## config.mk

```make
export PLATFORM = sky130hd
export DESIGN_NAME = apb_slave_mem
export DESIGN_NICKNAME = d
export VERILOG_FILES = /design/src/rtl/apb_pkg.sv /design/src/rtl/apb_slave_mem_array.sv /design/src/rtl/apb_slave_mem.sv
export SDC_FILE = /design/constraint.sdc
export NUM_CORES = 2
export LEC_CHECK = 0
export BUFFER_PORTS_ARGS = -buffer_cell sky130_fd_sc_hd__clkbuf_2
export CORE_AREA = 2 2 413 415
export CTS_BUF_LIST = sky130_fd_sc_hd__clkbuf_4
export CTS_CLUSTER_DIAMETER = 80
export DETAILED_ROUTE_END_ITERATION = 12
export DIE_AREA = 0 0 415 417
export PLACE_DENSITY_LB_ADDON = 0.25
export SLEW_MARGIN = 20
export SYNTH_ARGS = -nofsm -noshare
export SYNTH_HDL_FRONTEND = slang
export SYNTH_SLANG_ARGS = --single-unit
```

## constraint.sdc

```tcl
create_clock -name PCLK -period 6.61 [get_ports PCLK]
set_clock_uncertainty 0.1 [all_clocks]
set_input_delay 0.9915 -clock PCLK [delete_from_list [all_inputs] [get_ports PCLK]]
set_output_delay 0.9915 -clock PCLK [all_outputs]
set_load 0.01 [all_outputs]
```

## src/rtl/apb_pkg.sv

```systemverilog
// rtl/apb_pkg.sv - shared types, defaults and helpers for the APB slave memory
package apb_pkg;

  typedef enum logic {
    IDLE   = 1'b0,
    ACCESS = 1'b1
  } apb_state_e;

  localparam int DEF_ADDR_WIDTH  = 8;
  localparam int DEF_DATA_WIDTH  = 32;
  localparam int DEF_DEPTH       = 64;
  localparam int DEF_WAIT_STATES = 2;

  // Width of a word index into a storage array of the given depth.
  function automatic int apb_idx_w(input int depth);
    return (depth > 1) ? $clog2(depth) : 1;
  endfunction

endpackage

```

## src/rtl/apb_slave_mem_array.sv

```systemverilog
// rtl/apb_slave_mem_array.sv - word storage: one write port, async read, sync clear
module apb_slave_mem_array
  import apb_pkg::*;
#(
  parameter int DATA_WIDTH = DEF_DATA_WIDTH,
  parameter int DEPTH      = DEF_DEPTH,
  parameter int IDX_W      = apb_idx_w(DEPTH)
) (
  input  logic                  clk,
  input  logic                  clr,
  input  logic                  we,
  input  logic [IDX_W-1:0]      waddr,
  input  logic [DATA_WIDTH-1:0] wdata,
  input  logic [IDX_W-1:0]      raddr,
  output logic [DATA_WIDTH-1:0] rdata
);

  logic [DATA_WIDTH-1:0] mem_q [DEPTH];

  // Clear wipes every word and wins over a same-edge write.
  always_ff @(posedge clk) begin
    if (clr) begin
      for (int i = 0; i < DEPTH; i++) begin
        mem_q[i] <= '0;
      end
    end else if (we) begin
      mem_q[waddr] <= wdata;
    end
  end

  assign rdata = mem_q[raddr];

endmodule

```

## src/rtl/apb_slave_mem.sv

```systemverilog
// rtl/apb_slave_mem.sv - APB slave with wait states in front of a word memory
module apb_slave_mem
  import apb_pkg::*;
#(
  parameter int ADDR_WIDTH  = DEF_ADDR_WIDTH,
  parameter int DATA_WIDTH  = DEF_DATA_WIDTH,
  parameter int DEPTH       = DEF_DEPTH,
  parameter int WAIT_STATES = DEF_WAIT_STATES
) (
  input  logic                  PCLK,
  input  logic                  PRESETn,
  input  logic                  PSEL,
  input  logic                  PENABLE,
  input  logic                  PWRITE,
  input  logic [ADDR_WIDTH-1:0] PADDR,
  input  logic [DATA_WIDTH-1:0] PWDATA,
  output logic [DATA_WIDTH-1:0] PRDATA,
  output logic                  PREADY,
  output logic                  PSLVERR
);

  localparam int IDX_W = apb_idx_w(DEPTH);

  apb_state_e            state_q, state_d;
  logic [IDX_W-1:0]      addr_q, addr_d;
  logic                  write_q, write_d;
  logic                  oor_q, oor_d;
  logic [3:0]            cnt_q, cnt_d;
  logic [DATA_WIDTH-1:0] prdata_q, prdata_d;

  logic                  setup_oor;
  logic                  mem_we;
  logic [DATA_WIDTH-1:0] mem_rdata;

  // Address check is done on the full bus address so aliases above DEPTH are rejected.
  assign setup_oor = (32'(PADDR) >= 32'(DEPTH));

  apb_slave_mem_array #(
    .DATA_WIDTH (DATA_WIDTH),
    .DEPTH      (DEPTH),
    .IDX_W      (IDX_W)
  ) u_array (
    .clk   (PCLK),
    .clr   (~PRESETn),
    .we    (mem_we),
    .waddr (addr_q),
    .wdata (PWDATA),
    .raddr (IDX_W'(PADDR)),
    .rdata (mem_rdata)
  );

  // Next-state: latch the setup, count down wait states, complete or abort.
  always_comb begin
    state_d  = state_q;
    addr_d   = addr_q;
    write_d  = write_q;
    oor_d    = oor_q;
    cnt_d    = cnt_q;
    prdata_d = prdata_q;
    mem_we   = 1'b0;
    case (state_q)
      IDLE: begin
        if (PSEL && !PENABLE) begin
          state_d  = ACCESS;
          addr_d   = IDX_W'(PADDR);
          write_d  = PWRITE;
          oor_d    = setup_oor;
          cnt_d    = 4'(WAIT_STATES);
          prdata_d = (!PWRITE && !setup_oor) ? mem_rdata : '0;
        end
      end
      ACCESS: begin
        if (!PSEL) begin
          state_d  = IDLE;
          cnt_d    = 4'd0;
          prdata_d = '0;
        end else if (PENABLE) begin
          if (cnt_q != 4'd0) begin
            cnt_d = cnt_q - 4'd1;
          end else begin
            state_d  = IDLE;
            prdata_d = '0;
            mem_we   = write_q && !oor_q;
          end
        end
      end
      default: state_d = IDLE;
    endcase
  end

  // State and output registers with synchronous active-low reset.
  always_ff @(posedge PCLK) begin
    if (!PRESETn) begin
      state_q  <= IDLE;
      addr_q   <= '0;
      write_q  <= 1'b0;
      oor_q    <= 1'b0;
      cnt_q    <= 4'd0;
      prdata_q <= '0;
    end else begin
      state_q  <= state_d;
      addr_q   <= addr_d;
      write_q  <= write_d;
      oor_q    <= oor_d;
      cnt_q    <= cnt_d;
      prdata_q <= prdata_d;
    end
  end

  assign PRDATA  = prdata_q;
  assign PREADY  = (state_q == ACCESS) && (cnt_q == 4'd0);
  assign PSLVERR = PREADY && oor_q;

endmodule

```

# Word level (Yosys, flattened, before mapping)
# Memory sizes are Yosys's and may differ from the RTL's.
# Cells that the tools add are included.
[classes] addsub=1 order_cmp=1 n_eq_ne=4 mux=27 bitwise_logic=1 reduce_logical=15
[ops] operator="$mux 32" n=6
[ops] operator="$pmux 32 s2" n=1
[ops] operator="$reduce_or 32->1" n=1
[ops] operator="$mux 4" n=4
[ops] operator="$mux 1" n=13
[ops] operator="$ge 8x7->1 const B" n=1
[ops] operator="$pmux 4 s2" n=1
[ops] operator="$mux 6" n=1
[ops] operator="$ne 3x3->1 const B" n=2
[ops] operator="$reduce_and 3->1" n=2
[ops] operator="$logic_and 1x1->1" n=5
[ops] operator="$logic_not 1->1" n=4
[ops] operator="$logic_not 4->1" n=1
[ops] operator="$reduce_bool 4->1" n=1
[ops] operator="$sub 4x1->4 const B" n=1
[ops] operator="$ne 3x2->1 const B" n=1
[ops] operator="$ne 2x2->1 const B" n=1
[ops] operator="$pmux 1 s2" n=1
[ops] operator="$reduce_and 2->1" n=1
[ops] operator="$not 1->1" n=1
[totals] reg_bits=45 ram_bits=2048 inputBits=45 wordCells=56 memories=1
[mem_list] memory="u_array.mem_q" words=64 word_bits=32 rd=1 rd_ports_with_merged_regs=0 wr=64 line_no="apb_slave_mem_array.sv:18" source="logic [DATA_WIDTH-1:0] mem_q [DEPTH];"

# Longest topological paths before layout
[logic_depth] depth_word=11 depth_mapped=10 mapped_depth_nobuf=7

# Modules after synthesis
# A second synthesis with hierarchy kept.
[unflattened] hier_cells=6013 area_unflattened_um2=94006.4
[by_module_without_submodules] mod="apb_slave_mem_array" instances=1 cells_per_inst=5851 area_each_um2=92289.8 seq_area_each_um2=61499.0
[by_module_without_submodules] mod="apb_slave_mem" instances=1 cells_per_inst=162 area_each_um2=1716.6 seq_area_each_um2=900.9

# Worst setup path before layout
# Ideal clock, no wire load.
[synth_timing] path_kind="input-to-reg" from="in PRESETn" to="mem u_array.mem_q[15][0] (netlist name), enable pin" setup_ns=0.466 arrival_ns=4.322 required_time_ns=6.044 slack_ns=1.722 cell_stages=6 cell_sequence="clkbuf_2 nand4_1 nor4_2 nand3_1 buf_2 o21ai_0"
[synth_rtl] item="start: declaration" line_no="apb_slave_mem.sv:11" source="input logic PRESETn,"
[synth_rtl] item="end: declaration" line_no="apb_slave_mem_array.sv:18"

# Worst setup path in the final report
[layout_timing] from="reg cnt_q[0]" to="out PSLVERR"
[layout_via] elab_chain_cells=3
[layout_lines] item="start: declaration" line_no="apb_slave_mem.sv:28" source="logic [3:0] cnt_q, cnt_d;"
[layout_lines] item="start signal: assignment" line_no="apb_slave_mem.sv:105" source="cnt_q <= cnt_d;"
[layout_lines] item="$logic_not 4->1" line_no="apb_slave_mem.sv:111" source="assign PREADY = (state_q == ACCESS) && (cnt_q == 4'd0);"
[layout_lines] item="$logic_and 1x1->1" line_no="apb_slave_mem.sv:111"
[layout_lines] item="$logic_and 1x1->1" line_no="apb_slave_mem.sv:112" source="assign PSLVERR = PREADY && oor_q;"
[layout_lines] item="end: declaration" line_no="apb_slave_mem.sv:19" source="output logic PSLVERR"
# Every way passes these cells.

==> results.json <==
{
  "grt_pass1_wl_mm": 383.8,
  "yosysWarnings": 0,
  "clk_latency_ns": 1.33,
  "fmax_mhz": 239.5,
  "seq_area_frac_synth_pct": 66.40,
  "synthMuxAreaShare_pct": 12.04,
  "synth_edf_count": 2048,
  "cts_setup_buffers": 0,
  "timing.rr.start": "state_q$_SDFF_PN0_",
  "path_clk_slew_ns": 0.06,
  "synthCells": 6152,
  "clock-root-buffer": "clkbuf_4",
  "grt_max_degree": 94,
  "io_pins": 79,
  "row_count": 151,
  "finalCritPeriodShare_pct": 63.18,
  "grt_pass1_vias": 55720,
  "area_growth_syn_to_layout_pct": 11.18,
  "clock-sinks": 2093,
  "tightest_slew_ns": 1.226,
  "drive_above_1_share_pct": 25.71,
  "synthArstFlopShare_pct": 0,
  "post-route-util_pct": 61.99,
  "cp.required_ns": 5.52,
  "endpoint": "PSLVERR",
  "synthTopCellsByArea": "edfxtp_1 (65%), and2_1 (14%), mux4_2 (10%)",
  "finalMaxSlewViolations": 0,
  "synth_adder_area_share_pct": 0.01331,
  "post-place-ws_ns": 1.824,
  "port_buffers": 78,
  "critPathCaptureType": "output pin",
  "first_pass_iters": 5,
  "syn_nets": 6198,
  "grt.total_usage_pct": 30.94,
  "avgSynthCellArea_um2": 15.27,
  "drt-total-wl_mm": 268.0,
  "die_y_um": 417,
  "rsz0062_at_grt": "no",
  "dieArea_um2": 173100,
  "ctsResizeCount": 0,
  "finalCriticalPeriod_ns": 4.176,
  "core_area_um2": 168500,
  "mostFrequentLayoutCells": "and2_1 (2053), edfxtp_1 (2048), clkbuf_4 (827)",
  "layout_commonest_cell": "and2_1",
  "drc": 0,
  "synth_top_cell_by_area": "edfxtp_1",
  "drt_iter0_drc": 7801,
  "worstSetupStartpointType": "register",
  "final_nets": 6435,
  "pwr_density_cell_nw_per_um2": 268.9,
  "syn_area_um2": 93970,
  "cts_max_level": 6,
  "antenna_found_initial": 26,
  "maxCapViolations": 0,
  "stdcell_count": 8985,
  "synth_seq_cells": 2093,
  "path_class": "reg2out",
  "cts_tree": "done",
  "ys_types": 52,
  "post_drt_via_cell_ratio": 6.195,
  "vias": 55660,
  "hold_class": "in2reg",
  "r2r_end": "u_array.mem_q[45][21]$_SDFFCE_PN0P_",
  "cts_buffers": 557,
  "synth_top_family_by_area": "simple AND/OR/NAND/NOR gates",
  "grt_overflow": 0,
  "ant_nets": 0,
  "startpoint": "cnt_q[0]$_SDFFE_PN0P_",
  "leakage_nw": 38.74,
  "status": "complete, no violations",
  "start_util_pct": 55.76,
  "ir_worst_vdd_mv": 0.2359,
  "dp_hpwl_mm": 154.9,
  "yosys.area_share.simple_pct": 15.06,
  "synth_flop_cell": "edfxtp_1",
  "placedCellCount": 8036,
  "setup_violations": 0,
  "synth_xor_area_share_pct": 0.01864,
  "hold_viol": 0,
  "fp.dieW_um": 415,
  "synth_compound_area_share_pct": 3.620,
  "cp.arrival_ns": 3.08,
  "cp_max_fo": 4,
  "gp_congestion": 0.8927,
  "cts.path.max_buffers": 4,
  "synth_top_area_share_pct": 65.45,
  "fin_tns_setup_ns": 0,
  "r2r_setup_slack_ns": 2.96,
  "timing.final.ws_setup_ns": 2.434,
  "max_slew_margin_pct": 17.10,
  "wl_per_cell_um": 29.83,
  "reg2reg_depth": 5
}
-- through the flow --
step | total power [mW] | cell area [um^2] | hold slack [ns]
after floorplan | 16.40 | 93970 | 0.3438
after global placement | 17.15 | 97290 | 0.3368
after detailed placement | 17.21 | 97560 | 0.3418
after CTS | 28.20 | 104400 | 0.0001003
after global routing | 28.99 | 104500 | 0.03592
final | 28.09 | 104500 | 0.1342
-- cells by family (layout without fill, tap and decap cells) --
group | after synthesis | count (layout)
xor+xnor | 2 | 2
other cells | 0 | 15
simple gates | 2310 | 2310
mux | 608 | 608
fa+ha+maj | 1 | 1
buf+inv | 654 | 1254
compound gates | 484 | 484
flops | 2093 | 2093
-- worst min path at each step --
stage,cells after the start,endpoint,startpoint,slack [ns]
global route,4,oor_q$_SDFFE_PN0P_,PADDR[6],0.04
detailed placement,2,PRDATA[15]$_SDFFE_PN0P_,PRDATA[15]$_SDFFE_PN0P_,0.34
finish,4,oor_q$_SDFFE_PN0P_,PADDR[6],0.13
floorplan,2,write_q$_SDFFE_PN0P_,write_q$_SDFFE_PN0P_,0.34
CTS,4,oor_q$_SDFFE_PN0P_,PADDR[6],0.0001
global placement,2,PRDATA[15]$_SDFFE_PN0P_,PRDATA[15]$_SDFFE_PN0P_,0.34
-- critical path, stage by stage (launching register included) --
cell and delay [ns]:
dfxtp_1 0.33, inv_1 0.06, ha_1 0.25, nor3b_1 0.48, and3_1 0.44, clkbuf_2 0.20
-- layer usage --
| layer | track usage, % | routed length [um] | vias up |
|---|---|---|---|
| met3 | 6.995 | 28650 | 625 |
| met1 | 40.83 | 98060 | 28160 |
| li1 | - | - | 23430 |
| met2 | 47.93 | 126100 | 3434 |
| met5 | 0 | 85 | - |
| met4 | 17.33 | 15150 | 12 |
-- flip-flops by register name (all words and copies together), names as in the netlist --
signal / flops
write_q: 1
addr_q: 6
u_array.mem_q: 2048
PRDATA: 32
cnt_q: 4
oor_q: 1
state_q: 1
-- layout make-up --
class                   count  area (um^2)
diodes                     15        37.54
clock buffers             827         6208
clock inverters            95        524.3
fillers                 12370        64050
inverters                   5        18.77
multi-input cells        3405        29870
flip-flops and latches   2093        62400
well taps                2218         2775
repair buffers            327         2641
-- report_power, final --
| group | internal, mW | switching (mW) |
|---|---|---|
| logic | 0.594 | 1.30 |
| registers | 14.9 | 0.127 |
| clock network | 5.91 | 5.23 |
-- synth_stat cells (all sizes together), types with 21 or more instances --
library cell,n
a22o,62
o21ai,79
clkbuf,504
dfxtp,45
a21oi,67
nor2,73
and3,21
and2,2054
edfxtp,2048
a22oi,113
o221ai,54
mux4,418
mux2i,189
o22ai,40
a211oi,32
nand2,81
buf,145
-- timing repair --
| item | 4_1_cts | 5_1_grt |
|---|---|---|
| hold endpoints to repair | 10 | 0 |
| endpoints found under the setup margin | 0 | 0 |
| hold buffers | 11 | 0 |
Note: power is estimated with default switching activity, not from simulation.
